[src/rtl/riscv_pkg.sv]
// rtl/riscv_pkg.sv - shared fetch-stage types and constants
// INSTR_FETCH_MISALIGN_TRAP_EN adds the TRAP state.
package riscv_pkg;

    typedef enum logic [1:0] {
        FETCH = 2'd0,
        DRAIN = 2'd1
`ifdef INSTR_FETCH_MISALIGN_TRAP_EN
        , TRAP = 2'd2
`endif
    } fetch_state_e;

    localparam int OPCODE_LSB = 0;
    localparam int OPCODE_MSB = 6;
    localparam int FUNCT3_LSB = 12;
    localparam int FUNCT3_MSB = 14;
    localparam int FUNCT7_LSB = 25;
    localparam int FUNCT7_MSB = 31;

    localparam logic [31:0] RESET_PC_DEFAULT = 32'h0000_0000;
    localparam logic [31:0] RESET_INSTR      = 32'h0000_0000;
    localparam logic [31:0] FETCH_STRIDE     = 32'd4;

endpackage

[src/rtl/fetch_fifo.sv]
// rtl/fetch_fifo.sv - 2-entry in-order buffer with synchronous flush
module fetch_fifo #(
    parameter int WIDTH = 64
) (
    input  logic             clk,
    input  logic             rst,
    input  logic             flush_i,
    input  logic             push_i,
    input  logic [WIDTH-1:0] push_data_i,
    input  logic             pop_i,
    output logic             valid_o,
    output logic [WIDTH-1:0] data_o,
    output logic [1:0]       count_o
);

    logic [WIDTH-1:0] mem_q [2];
    logic             wr_ptr_q, wr_ptr_d;
    logic             rd_ptr_q, rd_ptr_d;
    logic [1:0]       count_q, count_d;
    logic             do_push, do_pop;

    assign do_pop  = pop_i && (count_q != 2'd0);
    assign do_push = push_i && ((count_q != 2'd2) || do_pop);

    always_comb begin
        wr_ptr_d = wr_ptr_q ^ do_push;
        rd_ptr_d = rd_ptr_q ^ do_pop;
        count_d  = count_q + {1'b0, do_push} - {1'b0, do_pop};
        if (flush_i) begin
            wr_ptr_d = 1'b0;
            rd_ptr_d = 1'b0;
            count_d  = 2'd0;
        end
    end

    always_ff @(posedge clk) begin
        if (rst) begin
            wr_ptr_q <= 1'b0;
            rd_ptr_q <= 1'b0;
            count_q  <= 2'd0;
        end else begin
            wr_ptr_q <= wr_ptr_d;
            rd_ptr_q <= rd_ptr_d;
            count_q  <= count_d;
        end
    end

    always_ff @(posedge clk) begin
        if (do_push && !flush_i) begin
            mem_q[wr_ptr_q] <= push_data_i;
        end
    end

    assign valid_o = (count_q != 2'd0);
    assign data_o  = valid_o ? mem_q[rd_ptr_q] : '0;
    assign count_o = count_q;

endmodule

[src/rtl/instr_fetch.sv]
// rtl/instr_fetch.sv - in-order instruction fetch with redirect drain
// INSTR_FETCH_MISALIGN_TRAP_EN adds misalign_o and a terminal TRAP state.
module instr_fetch
    import riscv_pkg::*;
#(
    parameter logic [31:0] RESET_PC = RESET_PC_DEFAULT
) (
    input  logic        clk,
    input  logic        rst,
    input  logic        redirect_i,
    input  logic [31:0] redirect_pc_i,
    output logic        imem_req_o,
    output logic [31:0] imem_addr_o,
    input  logic        imem_gnt_i,
    input  logic        imem_rvalid_i,
    input  logic [31:0] imem_rdata_i,
    output logic        instr_valid_o,
    input  logic        instr_ready_i,
    output logic [31:0] instr_o,
    output logic [31:0] pc_o,
    output logic [6:0]  opCode_o,
    output logic [2:0]  funct3_o,
    output logic [6:0]  funct7_o
`ifdef INSTR_FETCH_MISALIGN_TRAP_EN
    ,
    output logic        misalign_o
`endif
);

    fetch_state_e state_q, state_d;
    logic [31:0]  fpc_q, fpc_d;
    logic [1:0]   out_q, out_d;
    logic [1:0]   disc_q, disc_d;
    logic [31:0]  redirect_target;
    logic [31:0]  rsp_pc;
    logic         gnt_acc, rsp_acc;
    logic         fifo_push, fifo_pop, fifo_valid;
    logic [63:0]  fifo_head;
    logic [1:0]   fifo_count;

`ifdef INSTR_FETCH_MISALIGN_TRAP_EN
    assign redirect_target = redirect_pc_i;
`else
    assign redirect_target = redirect_pc_i & 32'hFFFF_FFFC;
`endif

    assign imem_req_o  = !rst && (state_q == FETCH)
                         && (({1'b0, out_q} + {1'b0, fifo_count}) < 3'd2);
    assign imem_addr_o = fpc_q;
    assign gnt_acc     = imem_req_o && imem_gnt_i;
    // Responses with nothing outstanding belong to pre-reset requests.
    assign rsp_acc     = imem_rvalid_i && (state_q == FETCH) && (out_q != 2'd0);
    // Outstanding requests are sequential from the last redirect, so the oldest sits out_q words back.
    assign rsp_pc      = fpc_q - {28'd0, out_q, 2'b00};
    assign fifo_push   = rsp_acc && !redirect_i;
    assign fifo_pop    = instr_valid_o && instr_ready_i;

    always_comb begin
        state_d = state_q;
        fpc_d   = fpc_q;
        out_d   = out_q;
        disc_d  = disc_q;
        case (state_q)
            FETCH: begin
                out_d = out_q + {1'b0, gnt_acc} - {1'b0, rsp_acc};
                if (gnt_acc) begin
                    fpc_d = fpc_q + FETCH_STRIDE;
                end
                if (redirect_i) begin
                    fpc_d  = redirect_target;
                    disc_d = out_d;
                    out_d  = 2'd0;
                    if (disc_d != 2'd0) begin
                        state_d = DRAIN;
                    end
                end
            end
            DRAIN: begin
                if (imem_rvalid_i && (disc_q != 2'd0)) begin
                    disc_d = disc_q - 2'd1;
                end
                if (redirect_i) begin
                    fpc_d = redirect_target;
                end
                if (disc_d == 2'd0) begin
                    state_d = FETCH;
                end
            end
`ifdef INSTR_FETCH_MISALIGN_TRAP_EN
            TRAP: begin
                state_d = TRAP;
            end
`endif
            default: begin
                state_d = FETCH;
            end
        endcase
`ifdef INSTR_FETCH_MISALIGN_TRAP_EN
        if ((state_d == FETCH) && (fpc_d[1:0] != 2'b00)) begin
            state_d = TRAP;
        end
`endif
    end

    always_ff @(posedge clk) begin
        if (rst) begin
            state_q <= FETCH;
            fpc_q   <= RESET_PC;
            out_q   <= 2'd0;
            disc_q  <= 2'd0;
        end else begin
            state_q <= state_d;
            fpc_q   <= fpc_d;
            out_q   <= out_d;
            disc_q  <= disc_d;
        end
    end

    fetch_fifo #(
        .WIDTH(64)
    ) u_fifo (
        .clk        (clk),
        .rst        (rst),
        .flush_i    (redirect_i),
        .push_i     (fifo_push),
        .push_data_i({imem_rdata_i, rsp_pc}),
        .pop_i      (fifo_pop),
        .valid_o    (fifo_valid),
        .data_o     (fifo_head),
        .count_o    (fifo_count)
    );

    assign instr_valid_o = fifo_valid && !rst;
    assign instr_o       = rst ? RESET_INSTR : fifo_head[63:32];
    assign pc_o          = rst ? RESET_PC_DEFAULT : fifo_head[31:0];
    assign opCode_o      = instr_o[OPCODE_MSB:OPCODE_LSB];
    assign funct3_o      = instr_o[FUNCT3_MSB:FUNCT3_LSB];
    assign funct7_o      = instr_o[FUNCT7_MSB:FUNCT7_LSB];

`ifdef INSTR_FETCH_MISALIGN_TRAP_EN
    assign misalign_o = !rst && (state_q == TRAP);
`endif

endmodule

[config.mk]
export PLATFORM = sky130hd
export DESIGN_NAME = instr_fetch
export DESIGN_NICKNAME = d
export VERILOG_FILES = /design/src/rtl/riscv_pkg.sv /design/src/rtl/fetch_fifo.sv /design/src/rtl/instr_fetch.sv
export SDC_FILE = /design/constraint.sdc
export NUM_CORES = 1
export LEC_CHECK = 0
export CAP_MARGIN = 10
export CORE_MARGIN = 2
export CORE_UTILIZATION = 25
export CTS_CLUSTER_DIAMETER = 120
export DETAILED_ROUTE_END_ITERATION = 12
export GPL_TIMING_DRIVEN = 0
export HOLD_SLACK_MARGIN = 0.12
export PLACE_DENSITY = 0.58
export REMOVE_ABC_BUFFERS = 1
export SLEW_MARGIN = 20
export SYNTH_ARGS = -nofsm -noshare
export SYNTH_HDL_FRONTEND = slang
export SYNTH_HIERARCHICAL = 1
export SYNTH_SLANG_ARGS = --single-unit
[constraint.sdc]
create_clock -name clk -period 8.55 [get_ports clk]
set_input_delay 1.71 -clock clk [delete_from_list [all_inputs] [get_ports clk]]
set_output_delay 1.71 -clock clk [all_outputs]
set_load 0.01 [all_outputs]
==> results of run 1 <==
[synth_stat cells (all sizes together) (5+ instances only)]
master	count
edfxtp	128
nor2	105
mux2i	68
nor2b	67
buf	46
nand2	44
dfxtp	39
clkbuf	26
a21oi	18
inv	18
nor3	18
xor2	17
o21ai	16
or3	15
xnor2	15
or4	12
and2	10
nand3	10
ha	8
nand4	8
nor4	8
o31ai	8
o41ai	7
a211oi	6
a31oi	6
nor3b	6
or2	6
o211ai	5
[critical path, cell delays in order]
cell	delay, ns
sky130_fd_sc_hd__buf_6	0.17
sky130_fd_sc_hd__buf_16	0.23
sky130_fd_sc_hd__nor4_1	0.77
sky130_fd_sc_hd__clkdlybuf4s50_1	0.71
[per-layer routing]
metal,GRT usage (%),part of all wire [%]
met1,17.5,46
met3,3.02,4.7
met2,22.0,47
met5,0,0
met4,3.55,1.7
[registers in the layout, summed over array words and instances, names as in the netlist]
| register | flops |
|---|---|
| u_fifo/mem_q | 128 |
| imem_addr_o | 30 |
| disc_q | 2 |
| out_q | 2 |
| u_fifo/count_o | 2 |
| state_q | 1 |
| u_fifo/rd_ptr_q | 1 |
| u_fifo/wr_ptr_q | 1 |
[layout make-up]
cell class | instances | area [um2] | area share (%)
multi-input cells | 524 | 3430 | 30.5
inverters | 18 | 67.6 | 0.599
well taps | 448 | 561 | 4.97
flip-flops and latches | 167 | 4630 | 41.1
clock inverters | 14 | 97.6 | 0.866
repair buffers | 201 | 2050 | 18.2
clock buffers | 18 | 429 | 3.81
[worst paths after layout]
| kind | to | startpoint | slack (ns) |
|---|---|---|---|
| worst min register to register | u_fifo/wr_ptr_q | u_fifo/wr_ptr_q | 0.50 |
| worst min-delay path | u_fifo/wr_ptr_q | u_fifo/wr_ptr_q | 0.50 |
| worst max register to register | state_q[0] | u_fifo/count_o[0] | 4.58 |
| worst max-delay path | imem_req_o | rst | 3.18 |
[through the flow]
stage / worst slack [ns] / total power [mW]
floorplan: 0.966 / 1.02
global placement: -6.36 / 1.13
detailed placement: 3.19 / 1.14
CTS: 3.17 / 1.85
global route: 2.97 / 1.91
finish: 3.18 / 1.82
[kinds of logic (layout without fill, tap and decap cells)]
kind of cell               after synthesis  count (layout)  synth area share (%)
and+or+nand+nor                        315             315                  19.1
DFF                                    167             167                  54.2
AOI/OAI and AO/OA                       93              93                  7.73
buffers and inverters                   90             251                  6.02
muxes                                   68              68                  7.98
xor gates and xnor gates                32              32                  3.29
adders and majority gates               10              10                  1.64
other                                    1               6                0.0440
[power by group]
| part | total (mW) | internal [mW] | switching, mW |
|---|---|---|---|
| Combinational | 0.191 | 0.0931 | 0.0981 |
| Clock | 0.708 | 0.374 | 0.334 |
| Sequential | 0.925 | 0.893 | 0.0316 |
==> impl_summary.md, run 1 <==
CTS
Clock tree synthesis found a total of 167 sinks. The clock latency reported for the late side of the worst-skew pair is 0.42 ns. The hold buffer count at cts is 0.

The H-tree was split into 4 levels. Gates resized during post-CTS repair numbered 0. The clock edge transition at the registers on the reported setup and hold paths is 0.07 ns. TritonCTS built the clock tree. The cell sitting at the root of the clock tree is a sky130_fd_sc_hd__clkbuf_16. Post-CTS timing repair inserted 0 buffers for setup. The number of buffers created by CTS is 17. In this run the deepest clock path goes through 2 buffers.

Outcome
The flow ran to the end, and the final reports show no timing, DRC or antenna violations.

Synth
The distinct cell type count after synthesis is 56. The predominant post-synthesis flop cell is sky130_fd_sc_hd__edfxtp_1. The sequential share of the synthesized area is 54.2%. The average cell area after synthesis is 11.0 um2.

Counting flops with an async set or reset pin after synthesis yields a share of 0%. Yosys mapped a number of flops with a built-in enable equal to 128. The share of the synthesized area in the top cell type is 45.1%.

During synthesis, Yosys emitted a total of 6 warnings. After technology mapping, the gate count stands at 776. The cell type with the largest total area after synthesis is sky130_fd_sc_hd__edfxtp_1. By area the synthesized netlist is led by sky130_fd_sc_hd__edfxtp_1 45%, sky130_fd_sc_hd__dfxtp_1 9.2%, sky130_fd_sc_hd__mux2i_1 8.0%. In this run the cell area of the synthesized design comes to 8530 um2. Counting flops and latches in the post-synthesis netlist gives 167.

Timing
The worst hold-check slack is 0.502 ns. The clock arrives with 0.0127 ns of skew. The worst path uses 62.8% of the clock period. The hold violation count in the final report is 0. At the pin with the least slew margin, the transition time is 0.830 ns. Derived from the worst setup path, the maximum achievable clock frequency is 186 MHz. After layout, the minimum clock period comes to 5.37 ns. Summed over all failing endpoints, the final setup total negative slack is 0 ns.

The number of pins exceeding their max-slew limit in the final report came to 0. Setup repair after global routing left no endpoint under its margin. The remaining max-slew budget at the tightest pin is 44.1%. Setup violations remaining at the end of the flow were counted as 0.

Finish
The area growth from synthesis to final layout is 32.2%. The count of non-filler cells in the finished layout is 1390. The total inserted antenna cells is 0. The end-of-flow core utilization is 33.6%. Leaving out fill and tap cells, the most frequent cells in the layout are 178 x sky130_fd_sc_hd__clkdlybuf4s50_1, 128 x sky130_fd_sc_hd__edfxtp_1, 103 x sky130_fd_sc_hd__nor2_1, 68 x sky130_fd_sc_hd__mux2i_1, 67 x sky130_fd_sc_hd__nor2b_1. In the final layout, the share of cells above drive strength 1 is 8.28%.

The finished cells cover 11300 um2. The final layout contains 1009 nets. The number of filler cells placed in the layout is 3417. The leading cell type in the layout, fill and taps excluded is sky130_fd_sc_hd__clkdlybuf4s50_1.

Placement
The placed cell area is 10700 um2. The count of buffers inserted at the top-level ports is 180. The routability-driven placement congestion ratio is 0.783. The number of instances in the placed design is 1358. The HPWL after detailed placement is 17000 um.

Worst setup path
The required time at the worst-slack endpoint is 6.84 ns. For the worst setup path, the data arrival time is 3.66 ns. The launching element type of the critical path is an input pin. In this run the worst path has a maximum fanout of 70.

The type of the setup path with the least slack is in -> out. The worst setup path is captured at an output port. The depth of the worst register-to-register path is 13.

Global routing
The first global-routing pass estimated 36500 um of wire. Entering global routing, the biggest net connects 71 pins. The overall global routing resource usage is 13.3%. The number of antenna violations at the first check in global routing is 0. The total overflow left after global routing is 0. The via count of the first global-routing pass is 6187.

Detailed routing
For this run, design rule violations remaining after detail routing come to 0. The detailed router finished its first iteration with 289 violations. The total detailed-routing wirelength is 23600 um.

The average via count per standard cell is 4.51. In the final routed layout, each cell accounts on average for 17.0 um. The count of nets left with antenna violations once routing finished came out at 0. Summing over every cut layer, the via total after detailed routing is 6270. The first-pass iteration count of the detailed router is 6.

Pwr
Summed over all cells, the static leakage comes to 3.69 nW. For this design the ratio of total power to cell area is 162 nW/um2. The worst-case IR drop observed on VDD is 0.132 mV.

Die
The width of the chip is 189 um. The effective utilization at floorplan is 25.4%. The overall die area is 35600 um2. From bottom edge to top edge, the die measures 189 um. Pin placement for this block handled 185 I/O pins.

The site row count is 67. The area of the core is 33500 um2.

Run
Max-cap violations in this run came to 0.

Min path
The path class of the lowest-slack min-delay path is reg -> reg. The number of cells on the worst hold path is 2.
Power figures use the tool's default switching activity.
==> run 2: changes to the inputs <==
==> constraint.sdc (replaced) <==
create_clock -name clk -period 4.32 [get_ports clk]
set_input_delay 0.864 -clock clk [delete_from_list [all_inputs] [get_ports clk]]
set_output_delay 0.864 -clock clk [all_outputs]
set_load 0.01 [all_outputs]
==> impl_summary.md, run 2 (same netlist as run 1, synthesis figures left out) <==
Detailed routing
The average via count per standard cell was 4.52 (about the same). The total detailed-routing wirelength is 23600 um (about the same). The DRC violation count after routing is 0 (unchanged). The starting DRC count in detailed routing was 304 (+5.2%). The number of nets still failing antenna checks after routing came to 0 (unchanged). The first-pass iteration count of the detailed router is 5 (-1). The final routed wire length divided by cell count came to 17.0 um (about the same).

The routed via count came to 6276 (+0.096%).

Placement
The final HPWL from detailed placement is 17000 um (unchanged). The routability-driven placement congestion ratio came to 0.783 (unchanged). The number of instances in the placed design came to 1358 (unchanged).

The count of buffers inserted at the top-level ports is 180 (unchanged).

Min path
The number of cells on the worst hold path is 2 (unchanged). The worst hold path terminates at u_fifo/wr_ptr_q. In this run the most critical hold path is launched from u_fifo/wr_ptr_q. In this run the worst hold path is classified as reg -> reg.

Finish
The total inserted antenna cells was 0 (unchanged). The footprint of the multi-input gates was 3440 um2 (+0.18%). The flip-flop count of the largest register after layout came to 128 (unchanged).

The number of nets in the finished design is 1009 (unchanged). The end-of-flow core utilization is 33.6% (about the same). The most flop-heavy register is u_fifo/mem_q. The area growth from synthesis to final layout is 32.2% (about the same). The total area of sequential cells is 4630 um2 (unchanged).

The count of non-filler cells in the finished layout is 1390 (unchanged). The library cell used most frequently in the layout, excluding fill and tap cells, is sky130_fd_sc_hd__clkdlybuf4s50_1. The number of filler cells placed in the layout came to 3416 (-0.029%). In the layout the commonest cells are 178 x sky130_fd_sc_hd__clkdlybuf4s50_1, 128 x sky130_fd_sc_hd__edfxtp_1, 103 x sky130_fd_sc_hd__nor2_1, 68 x sky130_fd_sc_hd__mux2i_1, 67 x sky130_fd_sc_hd__nor2b_1. The fraction of final layout cells sized beyond drive strength 1 was 8.39% (+0.11 points).

Global routing
The global-route track usage on met3 is 3.02% (unchanged). The residual overflow from global routing is 0 (unchanged). The number of antenna violations at the first check in global routing is 0 (unchanged).

The overall global routing resource usage is 13.3% (unchanged). The via count of the first global-routing pass is 6187 (unchanged). The layer flagged by global routing as most heavily used is met2. The global-route wire length before repair is 36500 um (unchanged). The largest net degree at the start of global routing is 71 (unchanged). The global-route met2 utilization came to 22.0% (unchanged).

The met1 usage in global routing is 17.5% (unchanged).

Die
The overall die height was 189 um (unchanged). The number of top-level pins came to 185 (unchanged). The effective utilization at floorplan came to 25.4% (unchanged). The overall die area is 35600 um2 (unchanged). The area of the core came to 33500 um2 (unchanged). The site row count is 67 (unchanged).

The width of the chip is 189 um (unchanged).

Timing
After layout, the worst path uses 86.5% of the clock period. The worst hold-check slack came to 0.507 ns (+0.00441 ns). The final number of setup-violating endpoints is 0 (unchanged). The final period demand of the worst path is 3.74 ns. Setup repair after global routing left no endpoint under its margin. The achievable clock frequency is 268 MHz.

The post-route clock skew is 0.0125 ns (-0.000159 ns). The hold violation count in the final report is 0 (unchanged). The sum of negative setup slack is 0 ns (unchanged). The number of pins exceeding their max-slew limit in the final report was 0 (unchanged). The remaining max-slew budget at the tightest pin is 50.1% (+5.9 points). The measured slew at the worst slew-check pin was 0.748 ns (-0.0820 ns).

CTS
The clock edge transition at the registers on the reported setup and hold paths was 0.07 ns (about the same). The number of buffers on the longest clock path is 2 (unchanged). The clock latency reported for the late side of the worst-skew pair was 0.42 ns (about the same). The hold buffer count at cts came to 0 (unchanged). The CTS H-tree depth is 4 (unchanged). The number of buffers created by CTS is 17 (unchanged). The number of sinks driven by the clock tree is 167 (unchanged). The TritonCTS clock tree is built. CTS placed an instance of sky130_fd_sc_hd__clkbuf_16 at the clock tree root.

Worst setup path
The depth of the worst register-to-register path is 13 (unchanged). The most critical setup path has its startpoint at u_fifo/count_o[0]. In this run the critical register-to-register path is launched from u_fifo/count_o[0].

The worst reg2reg path endpoint is state_q[0]. The launching element type of the critical path is a register. The slack of the worst reg-to-reg path is 0.58 ns (-4.00 ns).

The worst setup path is captured at a register. The maximum fanout encountered on the critical timing path came to 6 (-91%). The endpoint arrival time on the critical path came to 4.09 ns (+0.43 ns). The worst setup path is of the reg -> reg kind.

The required time at the worst-slack endpoint is 4.67 ns (-2.17 ns).

Run
The number of violations of the max-capacitance limit is 0 (unchanged).

Pwr
The power per cell area is 320 nW/um2 (+98%). The post-layout total power is 3.61 mW (+98%). The reported leakage power was 3.69 nW (about the same). The worst voltage drop across the vdd grid is 0.262 mV (+98%).

Outcome
The flow ran to the end, and the final reports show no timing, DRC or antenna violations.
[run 2: final cells by class]
cell class / count / area share, %
Inverter: 18 / 0.599
Sequential cell: 167 / 41.0
Clock inverter: 14 / 0.865
Multi-Input combinational cell: 524 / 30.5
Timing Repair Buffer: 201 / 18.2
Tap cell: 448 / 4.97
Clock buffer: 18 / 3.81
[run 2: critical path, cell delays in order (launching register included)]
cell                      delay [ns]
sky130_fd_sc_hd__dfxtp_1        0.49
sky130_fd_sc_hd__and2_1         0.19
sky130_fd_sc_hd__fa_1           0.44
sky130_fd_sc_hd__nor4_2         0.48
sky130_fd_sc_hd__and2_0         0.43
sky130_fd_sc_hd__inv_1          0.23
sky130_fd_sc_hd__ha_1           0.32
sky130_fd_sc_hd__inv_1          0.04
sky130_fd_sc_hd__ha_1           0.17
sky130_fd_sc_hd__xnor2_1        0.13
sky130_fd_sc_hd__xnor2_1        0.26
sky130_fd_sc_hd__nor2_1         0.06
sky130_fd_sc_hd__or3_1          0.31
sky130_fd_sc_hd__a21oi_1        0.12
[run 2: per-stage QoR]
step / area, um2 / worst slack, ns
floorplan: 8100 / -2.60
global placement: 10500 / -9.75
detailed placement: 10700 / 0.0127
CTS: 11300 / 0.304
global route: 11300 / 0.246
finish: 11300 / 0.584
[run 2: power breakdown]
| part | total (mW) | internal, mW | switching (mW) |
|---|---|---|---|
| combinational | 0.380 | 0.185 | 0.195 |
| clock | 1.40 | 0.740 | 0.663 |
| sequential | 1.83 | 1.77 | 0.0624 |
| total | 3.61 | 2.69 | 0.921 |
[run 2: layer usage]
metal	vias to the layer above	routed length, um
met4	0	391
met3	19	1140
met5	-	0
li1	3074	-
met2	175	11200
met1	3008	10900
[run 2: worst max path at each step]
stage | depth (start not counted) | end | slack (ns)
floorplan | 6 | u_fifo/mem_q[1][0] | -2.60
global placement | 5 | u_fifo/mem_q[1][33] | -9.75
detailed placement | 13 | state_q[0] | 0.01
CTS | 13 | state_q[0] | 0.30
global route | 13 | state_q[0] | 0.25
finish | 13 | state_q[0] | 0.58
[run 2: what timing repair did]
action,CTS,global route
gates resized for setup,0,1
setup endpoints to repair,0,1
buffers inserted,0,0
==> run 3: changes to the inputs <==
--- a/config.mk
+++ b/config.mk
@@ -14,6 +14,7 @@
 export HOLD_SLACK_MARGIN = 0.12
 export PLACE_DENSITY = 0.58
 export REMOVE_ABC_BUFFERS = 1
+export SETUP_SLACK_MARGIN = 0.5
 export SLEW_MARGIN = 20
 export SYNTH_ARGS = -nofsm -noshare
 export SYNTH_HDL_FRONTEND = slang
==> impl_summary.md, run 3 (same netlist as run 1, synthesis figures left out) <==
Timing
The remaining max-slew budget at the tightest pin was 50.6% (+0.55 points). The measured slew at the worst slew-check pin is 0.737 ns (-0.0115 ns). Setup repair after global routing left no endpoint under its margin.

The hold violation count in the final report came to 0 (unchanged). The number of pins exceeding their max-slew limit in the final report is 0 (unchanged). The share of the clock period used by the worst path is 82.1% (-4.4 points).

The achievable clock frequency is 282 MHz (+5.3%). The worst hold-check slack came to 0.502 ns (-0.00442 ns). The final period demand of the worst path is 3.55 ns (-0.189 ns). The post-route clock skew is 0.0127 ns (+0.000159 ns). The final worst slack is 0.773 ns (+0.189 ns). The final number of setup-violating endpoints is 0 (unchanged).

Pwr
The post-layout total power is 3.61 mW (about the same). The net switching power of the design is 920 uW (about the same). The reported leakage power was 3.69 nW (about the same). The internal power component is 2.69 mW (about the same). The relative contribution of the clock network to total power is 38.8% (about the same). The share of total power in combinational logic is 10.5% (about the same). The share of total power consumed by net switching is 25.5% (about the same). The power per cell area came to 320 nW/um2 (about the same). The worst voltage drop across the vdd grid came to 0.262 mV (about the same). The share of total power in sequential cells is 50.7% (about the same).

Global routing
The residual overflow from global routing is 0 (unchanged). The via count of the first global-routing pass is 6190 (+0.048%). The global-route wire length before repair was 36600 um (about the same). The number of antenna violations at the first check in global routing is 0 (unchanged). The largest net degree at the start of global routing was 71 (unchanged). The overall global routing resource usage came to 13.3% (unchanged).

Die
The overall die area was 35600 um2 (unchanged). The site row count is 67 (unchanged). The area of the core came to 33500 um2 (unchanged).

The number of top-level pins came to 185 (unchanged). The width of the chip is 189 um (unchanged). The overall die height is 189 um (unchanged). The effective utilization at floorplan is 25.4% (unchanged).

Detailed routing
The DRC violation count after routing came to 0 (unchanged). The first-pass iteration count of the detailed router is 4 (-1). The routed via count was 6266 (-0.16%). The starting DRC count in detailed routing came to 316 (+3.9%). The average via count per standard cell is 4.51 (-0.16%).

The final routed wire length divided by cell count is 17.0 um (about the same). The total detailed-routing wirelength is 23600 um (about the same). The number of nets still failing antenna checks after routing was 0 (unchanged).

Worst setup path
STA classifies the critical path startpoint as a register. The endpoint arrival time on the critical path is 3.90 ns (-0.19 ns). The required time at the worst-slack endpoint came to 4.67 ns (about the same). The end of the critical path is state_q[0]. The type of the setup path with the least slack is reg -> reg. The most critical setup path has its startpoint at u_fifo/count_o[0].

The capturing element type of the critical path is a register. The signal on the critical path passes through and2_1 -> fa_1 -> nor4_4 -> and2_1 -> inv_1 -> ha_1 -> inv_1 -> ha_1 -> xnor2_1 -> xnor2_1 -> nor2_1 -> or3_1 -> a21oi_1. The cell at the slowest stage of the critical path is sky130_fd_sc_hd__dfxtp_1. The depth of the worst register-to-register path is 13 (unchanged).

The slack of the worst reg-to-reg path was 0.77 ns (+0.19 ns). The endpoint identified for the worst register-to-register timing path is state_q[0]. The startpoint identified for the worst register-to-register timing path is u_fifo/count_o[0].

The stage delay of the slowest cell on the critical path was 0.49 ns (about the same). The maximum fanout encountered on the critical timing path is 6 (unchanged).

Placement
The post-placement setup slack is 0.0127 ns (unchanged). The count of buffers inserted at the top-level ports came to 180 (unchanged). The final HPWL from detailed placement is 17000 um (unchanged). The routability-driven placement congestion ratio was 0.783 (unchanged).

CTS
The TritonCTS clock tree is built. The clock edge transition at the registers on the reported setup and hold paths is 0.07 ns (about the same). The CTS H-tree depth is 4 (unchanged).

The number of buffers created by CTS was 17 (unchanged). The number of buffers on the longest clock path is 2 (unchanged). The number of buffers added for setup after CTS was 0 (unchanged). The number of sinks driven by the clock tree is 167 (unchanged). The CTS root buffer is sky130_fd_sc_hd__clkbuf_16.

The clock latency reported for the late side of the worst-skew pair is 0.42 ns (about the same).

Finish
The library cells used most frequently in the layout, excluding fill and tap cells, are 178 x sky130_fd_sc_hd__clkdlybuf4s50_1, 128 x sky130_fd_sc_hd__edfxtp_1, 103 x sky130_fd_sc_hd__nor2_1, 68 x sky130_fd_sc_hd__mux2i_1, 67 x sky130_fd_sc_hd__nor2b_1. The total inserted antenna cells is 0 (unchanged). The total area of sequential cells is 4630 um2 (unchanged). The area growth from synthesis to final layout is 32.3% (about the same).

The number of nets in the finished design is 1009 (unchanged). The number of filler cells placed in the layout is 3416 (unchanged). The footprint of the multi-input gates came to 3450 um2 (+0.25%). The most flop-heavy register is u_fifo/mem_q. Leaving out fill and tap cells, the most frequent cell in the layout is sky130_fd_sc_hd__clkdlybuf4s50_1. The flip-flop count of the largest register after layout is 128 (unchanged). The fraction of final layout cells sized beyond drive strength 1 is 8.39% (unchanged).

Min path
The path class of the lowest-slack min-delay path is reg -> reg.

Run
The number of violations of the max-capacitance limit is 0 (unchanged).

Outcome
The run finished with clean final reports.
run 3: changes by cell type in the layout (fill, tap and decap cells not counted):
cell / change
sky130_fd_sc_hd__and2_0: -1
sky130_fd_sc_hd__and2_1: +1
sky130_fd_sc_hd__nor4_2: -1
sky130_fd_sc_hd__nor4_4: +1
run 3: repair_timing:
action | in CTS | in global routing
hold buffers | 0 | 0
setup endpoints to repair | 3 | 2
resized for setup | 1 | 2
run 3: routing by layer:
layer / GRT usage, % / vias to the layer above / share of wire (%)
met5: 0 / - / 0
met4: 3.55 / 0 / 1.7
met3: 3.02 / 19 / 4.7
met2: 22.0 / 177 / 47
met1: 17.5 / 2997 / 46
li1: - / 3073 / -
run 3: power groups by stage:
stage / clock network [mW] / logic [mW] / registers, mW
6_report: 1.40 / 0.380 / 1.83
5_1_grt: 1.52 / 0.421 / 1.84
4_1_cts: 1.45 / 0.385 / 1.83
3_5_place_dp: 0 / 0.383 / 1.87
3_3_place_gp: 0 / 0.370 / 1.87
2_1_floorplan: 0 / 0.171 / 1.86
run 3: area by class of cell:
type	instances	area share, %
clock inverter	14	0.865
timing repair buffer	201	18.2
multi-input combinational	524	30.6
inverter	18	0.599
tap	448	4.97
clock buffer	18	3.80
sequential	167	41.0
run 3: stage by stage:
step / area (um2) / util (%) / cells / TNS, ns
after floorplan: 8100 / - / 709 / -310.32
after global placement: 10500 / 31.2 / 1337 / -1470.01
after detailed placement: 10700 / 32.0 / 1358 / 0
after CTS: 11300 / 33.6 / 1390 / 0
after global routing: 11300 / 33.7 / 1390 / 0
final: 11300 / 33.7 / 1390 / 0
run 3: how the worst min path moves through the flow:
stage	endpoint	cells after the start	startpoint
after global routing	u_fifo/wr_ptr_q	2	u_fifo/wr_ptr_q
after global placement	u_fifo/wr_ptr_q	2	u_fifo/wr_ptr_q
after floorplan	u_fifo/wr_ptr_q	2	u_fifo/wr_ptr_q
final	u_fifo/wr_ptr_q	2	u_fifo/wr_ptr_q
after CTS	u_fifo/wr_ptr_q	2	u_fifo/wr_ptr_q
after detailed placement	u_fifo/wr_ptr_q	2	u_fifo/wr_ptr_q
run 3: critical path: cells and delay by family, from the launching register on:
| family | cells | cell delay (ns) |
|---|---|---|
| fa+ha+maj | 3 | 0.95 |
| simple gates | 5 | 1.28 |
| compound gates | 1 | 0.12 |
| xor+xnor | 2 | 0.39 |
| buf+inv | 2 | 0.23 |
| flops | 1 | 0.49 |
